===== src/rtl/bpred_pht_ctrl.sv =====
// bpred_pht_ctrl: scheduler for a single-port table of 2-bit branch counters.
// Sweeps every entry to weak not-taken after reset. After that it shares the
// one table access per cycle between fetch lookups and queued resolution updates.
// Ports:
//   clk, rst_n             clock, asynchronous active-low reset
//   lk_valid/lk_ready      lookup handshake, with lk_pc the branch PC
//   pred_valid/pred_taken  registered prediction, one cycle after acceptance
//   up_valid/up_ready      update handshake, with up_pc and up_taken the outcome
//   init_done              high once the initialisation sweep has finished
module bpred_pht_ctrl #(
  parameter int unsigned PC_W      = 32,
  parameter int unsigned IDX_W     = 4,
  parameter int unsigned UPD_DEPTH = 4
) (
  input  logic            clk,
  input  logic            rst_n,
  input  logic            lk_valid,
  output logic            lk_ready,
  input  logic [PC_W-1:0] lk_pc,
  output logic            pred_valid,
  output logic            pred_taken,
  input  logic            up_valid,
  output logic            up_ready,
  input  logic [PC_W-1:0] up_pc,
  input  logic            up_taken,
  output logic            init_done
);

  localparam int unsigned PHT_N = 1 << IDX_W;
  localparam int unsigned PTR_W = $clog2(UPD_DEPTH);
  localparam int unsigned CNT_W = PTR_W + 1;

  localparam logic [0:0] ST_INIT = 1'b0;
  localparam logic [0:0] ST_RUN  = 1'b1;

  typedef struct packed {
    logic [IDX_W-1:0] idx;
    logic             taken;
  } upd_t;

  logic [0:0]       state;
  logic [0:0]       state_nxt;
  logic [IDX_W-1:0] sweep_ptr;
  logic [1:0]       pht [PHT_N];
  upd_t             fifo [UPD_DEPTH];
  logic [PTR_W-1:0] head;
  logic [PTR_W-1:0] tail;
  logic [CNT_W-1:0] count;

  logic [IDX_W-1:0] lk_idx;
  logic [IDX_W-1:0] up_idx;
  logic             run;
  logic             full;
  logic             lk_fire;
  logic             push;
  logic             drain;
  upd_t             head_ent;
  logic [1:0]       head_cnt;
  logic [1:0]       upd_cnt;

  // PC bits outside the index field do not affect the table
  logic unused_pc_bits;
  assign unused_pc_bits = ^{lk_pc[PC_W-1:IDX_W+2], lk_pc[1:0],
                            up_pc[PC_W-1:IDX_W+2], up_pc[1:0]};

  assign lk_idx = lk_pc[IDX_W+1:2];
  assign up_idx = up_pc[IDX_W+1:2];

  // Handshakes and table-port arbitration: full FIFO drains first, then lookup, then drain
  assign run      = (state == ST_RUN);
  assign full     = (count == CNT_W'(UPD_DEPTH));
  assign up_ready = run && !full;
  assign lk_ready = run && !full;
  assign lk_fire  = lk_valid && lk_ready;
  assign push     = up_valid && up_ready;
  assign drain    = run && (count != '0) && !lk_fire;

  assign head_ent = fifo[head];
  assign head_cnt = pht[head_ent.idx];

  // Saturating counter step for the head update
  always_comb begin
    upd_cnt = head_cnt;
    if (head_ent.taken) begin
      if (head_cnt != 2'd3) upd_cnt = head_cnt + 2'd1;
    end else if (head_cnt != 2'd0) begin
      upd_cnt = head_cnt - 2'd1;
    end
  end

  // Next state: leave INIT after the last entry has been written
  always_comb begin
    state_nxt = state;
    case (state)
      ST_INIT: if (sweep_ptr == IDX_W'(PHT_N - 1)) state_nxt = ST_RUN;
      ST_RUN:  state_nxt = ST_RUN;
      default: state_nxt = ST_INIT;
    endcase
  end

  // State register
  always_ff @(posedge clk or negedge rst_n) begin
    if (!rst_n) state <= ST_INIT;
    else        state <= state_nxt;
  end

  // Sweep pointer, FIFO bookkeeping and registered outputs
  always_ff @(posedge clk or negedge rst_n) begin
    if (!rst_n) begin
      sweep_ptr  <= '0;
      head       <= '0;
      tail       <= '0;
      count      <= '0;
      pred_valid <= 1'b0;
      pred_taken <= 1'b0;
      init_done  <= 1'b0;
    end else begin
      if (!run)  sweep_ptr <= sweep_ptr + IDX_W'(1);
      if (push)  tail      <= tail + PTR_W'(1);
      if (drain) head      <= head + PTR_W'(1);
      count      <= count + CNT_W'(push) - CNT_W'(drain);
      pred_valid <= lk_fire;
      if (lk_fire) pred_taken <= pht[lk_idx][1];
      init_done  <= (state_nxt == ST_RUN);
    end
  end

  // Counter table: one write per cycle, sweep or drained update
  always_ff @(posedge clk) begin
    if (!run)       pht[sweep_ptr]    <= 2'd1;
    else if (drain) pht[head_ent.idx] <= upd_cnt;
  end

  // Update FIFO storage; contents are qualified by count
  always_ff @(posedge clk) begin
    if (push) fifo[tail] <= '{idx: up_idx, taken: up_taken};
  end

endmodule


===== config.mk =====
export PLATFORM = sky130hd
export DESIGN_NAME = bpred_pht_ctrl
export DESIGN_NICKNAME = d
export VERILOG_FILES = /design/src/rtl/bpred_pht_ctrl.sv
export SDC_FILE = /design/constraint.sdc
export NUM_CORES = 1
export LEC_CHECK = 0
export ABC_AREA = 1
export BUFFER_PORTS_ARGS = -buffer_cell sky130_fd_sc_hd__buf_2
export CAP_MARGIN = 20
export CORE_MARGIN = 10
export CORE_UTILIZATION = 28
export CTS_CLUSTER_DIAMETER = 200
export DETAILED_ROUTE_END_ITERATION = 8
export PLACE_DENSITY = 0.53
export SYNTH_ARGS = -nofsm -noshare
export SYNTH_HDL_FRONTEND = slang
export SYNTH_SLANG_ARGS = --single-unit

===== constraint.sdc =====
create_clock -name clk -period 2.07 [get_ports clk]
set_clock_uncertainty 0.1 [all_clocks]
set_input_delay 0.3105 -clock clk [delete_from_list [all_inputs] [get_ports clk]]
set_output_delay 0.3105 -clock clk [all_outputs]
set_load 0.005 [all_outputs]

After elaboration in Yosys (flattened, before gate mapping)
Memories as Yosys holds them, arrays and structs flattened. A register that Yosys moved wholly into a read port is not among the register bits.
Cells that the tools add are included.
{ "word_totals": {"ff_bits": 13, "latchBits": 0, "ramBits": 52, "romBits": 0, "inputBits": 69, "word_cells": 44, "memories": 2} }
{ "classes": {"n_addsub": 7, "multipliers": 0, "div_mod_pow": 0, "magnitude_cmp": 0, "eq_ne": 3, "shifts": 0, "mux": 14, "bitwise": 1, "reduce_logical": 11} }
{ "memory_table": {"columns": ["memory", "depth", "width", "read_ports", "rd_clocked_by_memory_dff", "write_ports", "line", "source"], "rows": [
  ["pht", 16, 2, 2, 1, 1, "44", "logic [1:0] pht [PHT_N];"],
  ["fifo", 4, 5, 1, 0, 1, "45", "upd_t fifo [UPD_DEPTH];"]
]} }
{ "ops": {"columns": ["op", "n"], "rows": [
  ["2-to-1 mux 1 bit", 8],
  ["2-to-1 mux 2 bit", 4],
  ["adder 2 x 1 -> 2 bit (second input constant)", 3],
  ["logical AND 1 bit", 5],
  ["adder 4 x 1 -> 4 bit (second input constant)", 1],
  ["== test 4 bit (second input constant)", 1],
  ["2-to-1 mux 4 bit", 1],
  ["adder 3 x 1 -> 3 bit", 1],
  ["== test 3 bit (second input constant)", 1],
  ["logical NOT 1 bit", 3],
  ["nonzero test 3 bit", 1],
  ["subtractor 3 x 1 -> 3 bit", 1],
  ["inequality test 2 bit (second input constant)", 1],
  ["one-hot mux 1 bit (2 select lines)", 1],
  ["nonzero test 2 bit", 1],
  ["OR reduction 2 bit", 1],
  ["subtractor 2 x 1 -> 2 bit (second input constant)", 1],
  ["NOT 1 bit", 1]
]} }

Depth between registers and ports, before layout
Gate-level depths: netlist of run 1.
{ "depth": {"ltp_word": 11, "mapped_depth": 13} }

Worst setup path after synthesis of run 1
No wires, ideal clock.
{ "synth_path": {"path_type": "register to register", "from": "register count[1]", "to": "register count[2]", "setup_ns": 0.129, "t_arrival_ns": 2.025, "required_ns": 1.841, "path_slack_ns": -0.184, "stages_incl_launch_ff": 12, "n_path_buf": 0, "period_less_slack_ns": 2.254, "path_cell_list": "dfrtp_1 nor2_1 nand2_1 nand2_1 inv_1 nand2_1 ha_1 inv_1 ha_1 fa_1 xnor2_1 xor2_1"} }
{ "synth_between": {"elab_chain_len": 7, "elab_cells_between_ends": 11, "cone_classes": "2 x add/sub; 1 x eq/ne; 8 x reduce/logical"} }
{ "synth_lines": {"columns": ["item", "line", "source"], "rows": [
  ["from (decl)", "48", "logic [CNT_W-1:0] count;"],
  ["from (signal assigned)", "121", "count <= count + CNT_W'(push) - CNT_W'(drain);"],
  ["== test 3 bit *", "71", "assign full = (count == CNT_W'(UPD_DEPTH));"],
  ["logical NOT 1 bit *", "73", "assign lk_ready = run && !full;"],
  ["logical AND 1 bit *", "73", null],
  ["via lk_ready", "18", "output logic lk_ready,"],
  ["branches (longest 3 deep; another with adder 3 x 1 -> 3 bit)", null, null],
  ["subtractor 3 x 1 -> 3 bit *", "121", null]
]} }
Mark *: on every way through the listed nets, which the timed path passes.
A chain may end at the register's enable or synchronous reset.

Worst setup path in the final report of run 1
{ "layout_path": {"from": "register head[0]", "to": "memory pht[1][0] (data pin)"} }
{ "layout_between": {"elab_chain_len": 6, "elab_cells_between_ends": 10, "cone_classes": "2 x add/sub; 1 x eq/ne; 4 x mux; 1 x reduce/logical; 2 x memory"} }
{ "layout_lines": {"columns": ["item", "line", "source"], "rows": [
  ["from (decl)", "46", "logic [PTR_W-1:0] head;"],
  ["from (signal assigned)", "120", "if (drain) head <= head + PTR_W'(1);"],
  ["memory (4 x 5 bit) *", null, null],
  ["memory (16 x 2 bit)", null, null],
  ["subtractor 2 x 1 -> 2 bit, or another cell as far along", "87", "upd_cnt = head_cnt - 2'd1;"],
  ["2-to-1 mux 2 bit, on equally long branches", "86, 85", null],
  ["2-to-1 mux 2 bit *", "84", "if (head_ent.taken) begin"],
  ["2-to-1 mux 2 bit (no line) *", null, null],
  ["to (decl)", "44", null]
]} }
Every way passes the cells marked *; elsewhere a longest branch is shown, timed or not.

==> metrics.cfg, run 1 <==
[status]
outcome = finished, violations left
violations = negative setup slack

[logic_synthesis]
yosysUniqueCellTypes = 35
synth_edf_count = 52
synth_nets = 378
synth_top_area_frac = 0.4915
synthArstFlopShare = 0.2121
synth_area_um2 = 3177
yosysTopAreaCell = edfxtp_1
synth_flop_cell = edfxtp_1
yosys_warnings = 0
synth-seq-area-share = 0.6018
syn_inst = 301
avgSynthCellArea_um2 = 10.55
synth_seq_cells = 66
yosys-top-cells-area = edfxtp_1, dfrtp_1, nand2_1

[timing]
setup_viol = 59
period_needed_ns = 2.220
finalMaxSlewViolations = 0
setup_tns_ns = -4.442
fin_crit_sh = 1.073
fin_ws_ns = -0.1502
max_slew.worst_pin.slew_ns = 0.4328
rsz0062_at_grt = true
max_freq_mhz = 450.4
relSlewSlack = 0.7104
hold_violations = 0

[power]
combPwrFrac = 0.598
p_int_mw = 5.135
sw_frac_of_total = 0.4187
p_leak_nw = 1.930
power_frac_seq = 0.238
clockPowerShare = 0.164
p_per_area_nw_per_um2 = 1833
p_sw_mw = 3.699
ir_drop_v = 0.0009230

[clocking]
clkSlewWorstSetupHoldPaths_ns = 0.07
cts-root-buf = clkbuf_16
clock_tree.buffer_depth = 2
worstSkewPairLatency_ns = 0.34
cts_tree = done
cts_buffers = 9
cts.sinks = 66
h-tree-depth = 3

[routing]
ant_nets = 0
viasPerCell = 4.711
drc_errors = 0
first_pass_iters = 5
vias = 2478
wirelength_mm = 8.402
drt_iter0_markers = 105
wl_per_cell_um = 15.97

[cells_and_area]
final_util = 0.4387
fin_nets = 458
insertedDiodeCount = 0
drive_above_1_share = 0.5104
area_growth_pct = 51.67

[grt]
overflow = 0
antenna_found_initial = 0
grt_pass1_vias = 2497
grt_first_pass_wirelength_mm = 12.97
grt_max_degree = 15
track_usage = 0.1025

[worst_setup_path]
slowest_stage = dfrtp_2
path_class = flip-flop to flip-flop
cp.arrival_ns = 2.20
cp_max_fo = 8
slowest_delay_ns = 0.44
start_kind = flip-flop
critPathRequiredTime_ns = 2.05
cpMostUsedCell = nand2_2
cp-end-kind = flip-flop
path_cells = inv_2 > nand2_2 > nand3_4 > nand2_4 > buf_6 > buf_6 > nand2_2 > nand3_2 > nand3_2 > nand3_2 > nand2_1 > nand2_2 > nand2_2 > nand3_4 > buf_12

[floorplan]
initial_core_util = 0.2892
die-area_um2 = 16010
ios = 74
die_h_um = 126.5
core-area_um2 = 10980
die_width_um = 126.5
rows = 38

[placement]
io_buffers = 17
place_ws_ns = -0.2987
place.detailed.hpwl_mm = 5.327
gp_congestion = 0.8202

[min_path]
hp-class = input port to flip-flop

[flow_run]
cap_violations = 0

-- power by group through the flow --
stage	Sequential [mW]	Combinational, mW	Clock, mW
floorplan	2.08	1.85	0
global placement	2.11	2.87	0
detailed placement	2.11	2.92	0
CTS	2.10	4.48	1.47
global route	2.14	5.65	1.52
finish	2.11	5.28	1.45
-- cell families after synthesis --
kind of cell    Yosys count  synth area share
flops                    66            0.6018
compound gates           23           0.05908
mux                       3          0.009453
xor+xnor                  7           0.01930
simple gates            159            0.2265
fa+ha+maj                 8           0.03387
buf+inv                  35           0.05002
-- layout make-up --
class	instances	area [um2]
clock buffer	9	225.2
clock inverter	7	60.06
fill	998	6165
inverter	29	123.9
multi-input combinational	202	1670
sequential	66	1914
tap	140	175.2
timing repair buffer	73	649.4
-- through the flow --
| stage | power, mW | hold slack [ns] | instance area, um2 | cells |
|---|---|---|---|---|
| floorplan | 3.928 | -0.08509 | 3192 | 301 |
| global placement | 4.979 | 0.1397 | 3625 | 480 |
| detailed placement | 5.036 | 0.1454 | 3625 | 480 |
| CTS | 8.046 | 0.08402 | 4491 | 517 |
| global route | 9.311 | 0.08975 | 4818 | 526 |
| finish | 8.834 | 0.08342 | 4818 | 526 |
-- cells in the final DEF, fill, tap and decap left out, types with 5 or more instances in the layout --
cell	instances
nand2_2	15
dfrtp_1	12
buf_2	18
nor2_4	18
ha_1	5
nand2_1	42
nand2_4	11
nand3_4	10
nand3_1	19
buf_12	6
inv_2	8
o21ai_0	5
buf_4	35
inv_1	17
xor2_1	5
nand3_2	21
nor2_1	18
clkbuf_16	9
o21ai_4	6
edfxtp_1	52
buf_6	11
-- critical path, delay by kind of cell, from the launching register on --
family	cells	cell delay, ns
DFF	1	0.44
and+or+nand+nor	11	0.94
buffers and inverters	4	0.50
-- repair_timing --
| action | CTS | global route |
|---|---|---|
| cloned | 4 | 0 |
| hold endpoints to repair | 14 | 0 |
| setup endpoints to repair | 65 | 65 |
| hold buffers | 1 | 0 |
| gates resized for setup | 90 | 60 |
| pin swaps | 27 | 42 |
| setup buffers | 16 | 11 |
-- flip-flops by register name, indices dropped and copies added, names as in the netlist --
| signal | count |
|---|---|
| pred_valid | 1 |
| fifo | 20 |
| init_done | 1 |
| head | 2 |
| sweep_ptr | 4 |
| tail | 2 |
| count | 3 |
| pht | 32 |
| pred_taken | 1 |
-- worst paths after layout --
check / from / to / slack [ns] / cells after the start
worst min-delay path: up_pc[5] / fifo[3][4] / 0.08 / 1
worst max register to register: head[0] / pht[1][0] / -0.15 / 15
max in group asynchronous: rst_n / head[1] / 1.26 / 2
min in group asynchronous: rst_n / pred_taken / 0.32 / 2
worst max-delay path: head[0] / pht[1][0] / -0.15 / 15
worst min register to register: pred_taken / pred_taken / 0.41 / 2
-- synthesized netlist by cell type, types with 3 or more instances --
| cell type | count |
|---|---|
| nand3_1 | 43 |
| o21ai_0 | 7 |
| ha_1 | 7 |
| nand3_2 | 7 |
| mux2i_1 | 3 |
| xor2_1 | 5 |
| dfrtp_1 | 14 |
| inv_1 | 24 |
| inv_2 | 5 |
| nand2_1 | 65 |
| or2_2 | 4 |
| edfxtp_1 | 52 |
| nor2_1 | 36 |
-- layer usage --
layer  track usage  part of all wire  vias up  routed length, um
li1              -                 -     1203                  -
met1        0.1285              0.43     1205               3620
met2        0.1649              0.50       53               4164
met3       0.02416             0.053       17                443
met4       0.04354             0.021        0                174
met5             0                 0        -                  0
(Power assumes the default switching activity.)
==> inputs of run 2 (changes only) <==
--- a/config.mk
+++ b/config.mk
@@ -11,8 +11,8 @@
 export CORE_MARGIN = 10
 export CORE_UTILIZATION = 28
 export CTS_CLUSTER_DIAMETER = 200
+export CTS_CLUSTER_SIZE = 30
 export DETAILED_ROUTE_END_ITERATION = 8
-export PLACE_DENSITY = 0.53
 export SYNTH_ARGS = -nofsm -noshare
 export SYNTH_HDL_FRONTEND = slang
 export SYNTH_SLANG_ARGS = --single-unit
==> metrics.cfg, run 2 (synthesis results as in run 1) <==
[status]
outcome = finished, violations left
violations = negative setup slack

[worst_setup_path]
path_cells = buf_6 > nand2_4 > nand2_4 > o21ai_4 > buf_12 > nand3_2 > nand3_1 > nand3_2 > nand2_2 > nand2_2 > nand2_4 > nand3_4 > buf_6
cp-end-kind = flip-flop
start_kind = flip-flop
cpMostUsedCell = nand2_4
cp_max_fo = 6
rrSetupSlack_ns = -0.09
slowest_stage = dfrtp_2
cp.arrival_ns = 2.13
path_delay_family = simple AND/OR/NAND/NOR gates
path_class = flip-flop to flip-flop
slowest_delay_ns = 0.44
crit_buf_inv = 3
critPathRequiredTime_ns = 2.05

[timing]
fin_hold_ws_ns = 0.09800
period_needed_ns = 2.156
hold_violations = 0
setup_viol = 65
finalMaxSlewViolations = 0
max_freq_mhz = 463.8
rsz0062_at_grt = true
relSlewSlack = 0.7808
max_slew.worst_pin.slew_ns = 0.3288
fin_crit_sh = 1.042
fin_ws_ns = -0.08605

[cells_and_area]
top_regs = pht (32), fifo (20), sweep_ptr (4)
insertedDiodeCount = 0
final_common_cell = edfxtp_1
fill_cells = 947
final_area_um2 = 4780
largest_register = pht
fin_cells = 524
largest_reg_flops = 32
drive_above_1_share = 0.4948
area_growth_pct = 50.45
fin_nets = 456
final_util = 0.4352
final_cell_mix = edfxtp_1, nand2_1, buf_4

[placement]
dp.cells = 480
postPlaceCellArea_um2 = 3612
gp_congestion = 0.8746
place.detailed.hpwl_mm = 5.094
io_buffers = 17

[floorplan]
rows = 38
die-area_um2 = 16010
die_width_um = 126.5
core-area_um2 = 10980
initial_core_util = 0.2892
ios = 74
die_h_um = 126.5

[power]
ir_drop_v = 0.0007636
p_leak_nw = 1.934
p_per_area_nw_per_um2 = 1839

[routing]
ant_nets = 0
wirelength_mm = 8.220
drc_errors = 0
first_pass_iters = 5
vias = 2523
wl_per_cell_um = 15.69
drt_iter0_markers = 108
viasPerCell = 4.815

[min_path]
hp-class = input port to flip-flop

[clocking]
cts_tree = done
clkSlewWorstSetupHoldPaths_ns = 0.05
h-tree-depth = 3
cts-root-buf = clkbuf_16
clock_tree.buffer_depth = 2
cts_buffers = 9
cts.sinks = 66
worstSkewPairLatency_ns = 0.33

[grt]
antenna_found_initial = 0
grt_first_pass_wirelength_mm = 12.68
overflow = 0
grt_pass1_vias = 2600
track_usage = 0.09825
grt_max_degree = 19

[flow_run]
cap_violations = 0

==> run 2: cell count changes in the layout (fill, tap and decap cells not counted), sizes merged <==
| cell | delta |
|---|---|
| buf | -1 |
| bufinv | +3 |
| clkbuf | +2 |
| clkinv | +2 |
| clkinvlp | -2 |
| inv | -5 |
| o21ai | -1 |
==> run 2: layout make-up <==
cell class                 instances  area, um2  area share
tap                              140      175.2     0.03665
timing repair buffer              72      593.1      0.1241
clock buffer                      11      242.7     0.05079
sequential                        66       1914      0.4005
inverter                          29      123.9     0.02592
multi-input combinational        201       1629      0.3408
clock inverter                     5      101.3     0.02120
==> run 2: per-stage QoR <==
stage	setup WS, ns	setup TNS, ns	power, mW
floorplan	-0.02553	-0.02553	3.928
global placement	-0.1982	-6.581	4.906
detailed placement	-0.2360	-8.887	4.955
CTS	-0.04731	-1.558	8.132
global route	-0.1744	-8.618	9.242
finish	-0.08605	-3.379	8.791
==> run 2: final timing paths <==
kind / to / start / depth (start not counted)
setup reg to reg: pht[5][0] / head[0] / 13
hold / removal: fifo[3][0] / up_taken / 1
max in group asynchronous: count[1] / rst_n / 2
hold reg to reg: count[2] / count[2] / 1
setup / recovery: pht[5][0] / head[0] / 13
min in group asynchronous: pred_valid / rst_n / 2
==> run 2: where the power goes <==
part | switching [mW] | internal [mW] | total, mW | leakage (nW)
combinational | 2.87 | 2.08 | 4.94 | 1.13
clock | 0.539 | 1.20 | 1.74 | 0.163
sequential | 0.144 | 1.96 | 2.11 | 0.637
==> run 2: what timing repair did <==
action	4_1_cts	5_1_grt
resized for setup	108	40
endpoints found under the hold margin	14	0
pin swaps	40	26
buffers inserted	18	7
hold buffers	1	0
gates cloned	1	2
setup endpoints to repair	65	66
==> run 2: layer usage <==
layer / share of wire / vias up / global-route usage
met5: 0 / - / 0
met4: 0.016 / 0 / 0.03952
met3: 0.060 / 10 / 0.02374
met2: 0.51 / 92 / 0.1716
met1: 0.42 / 1231 / 0.1125
li1: - / 1190 / -
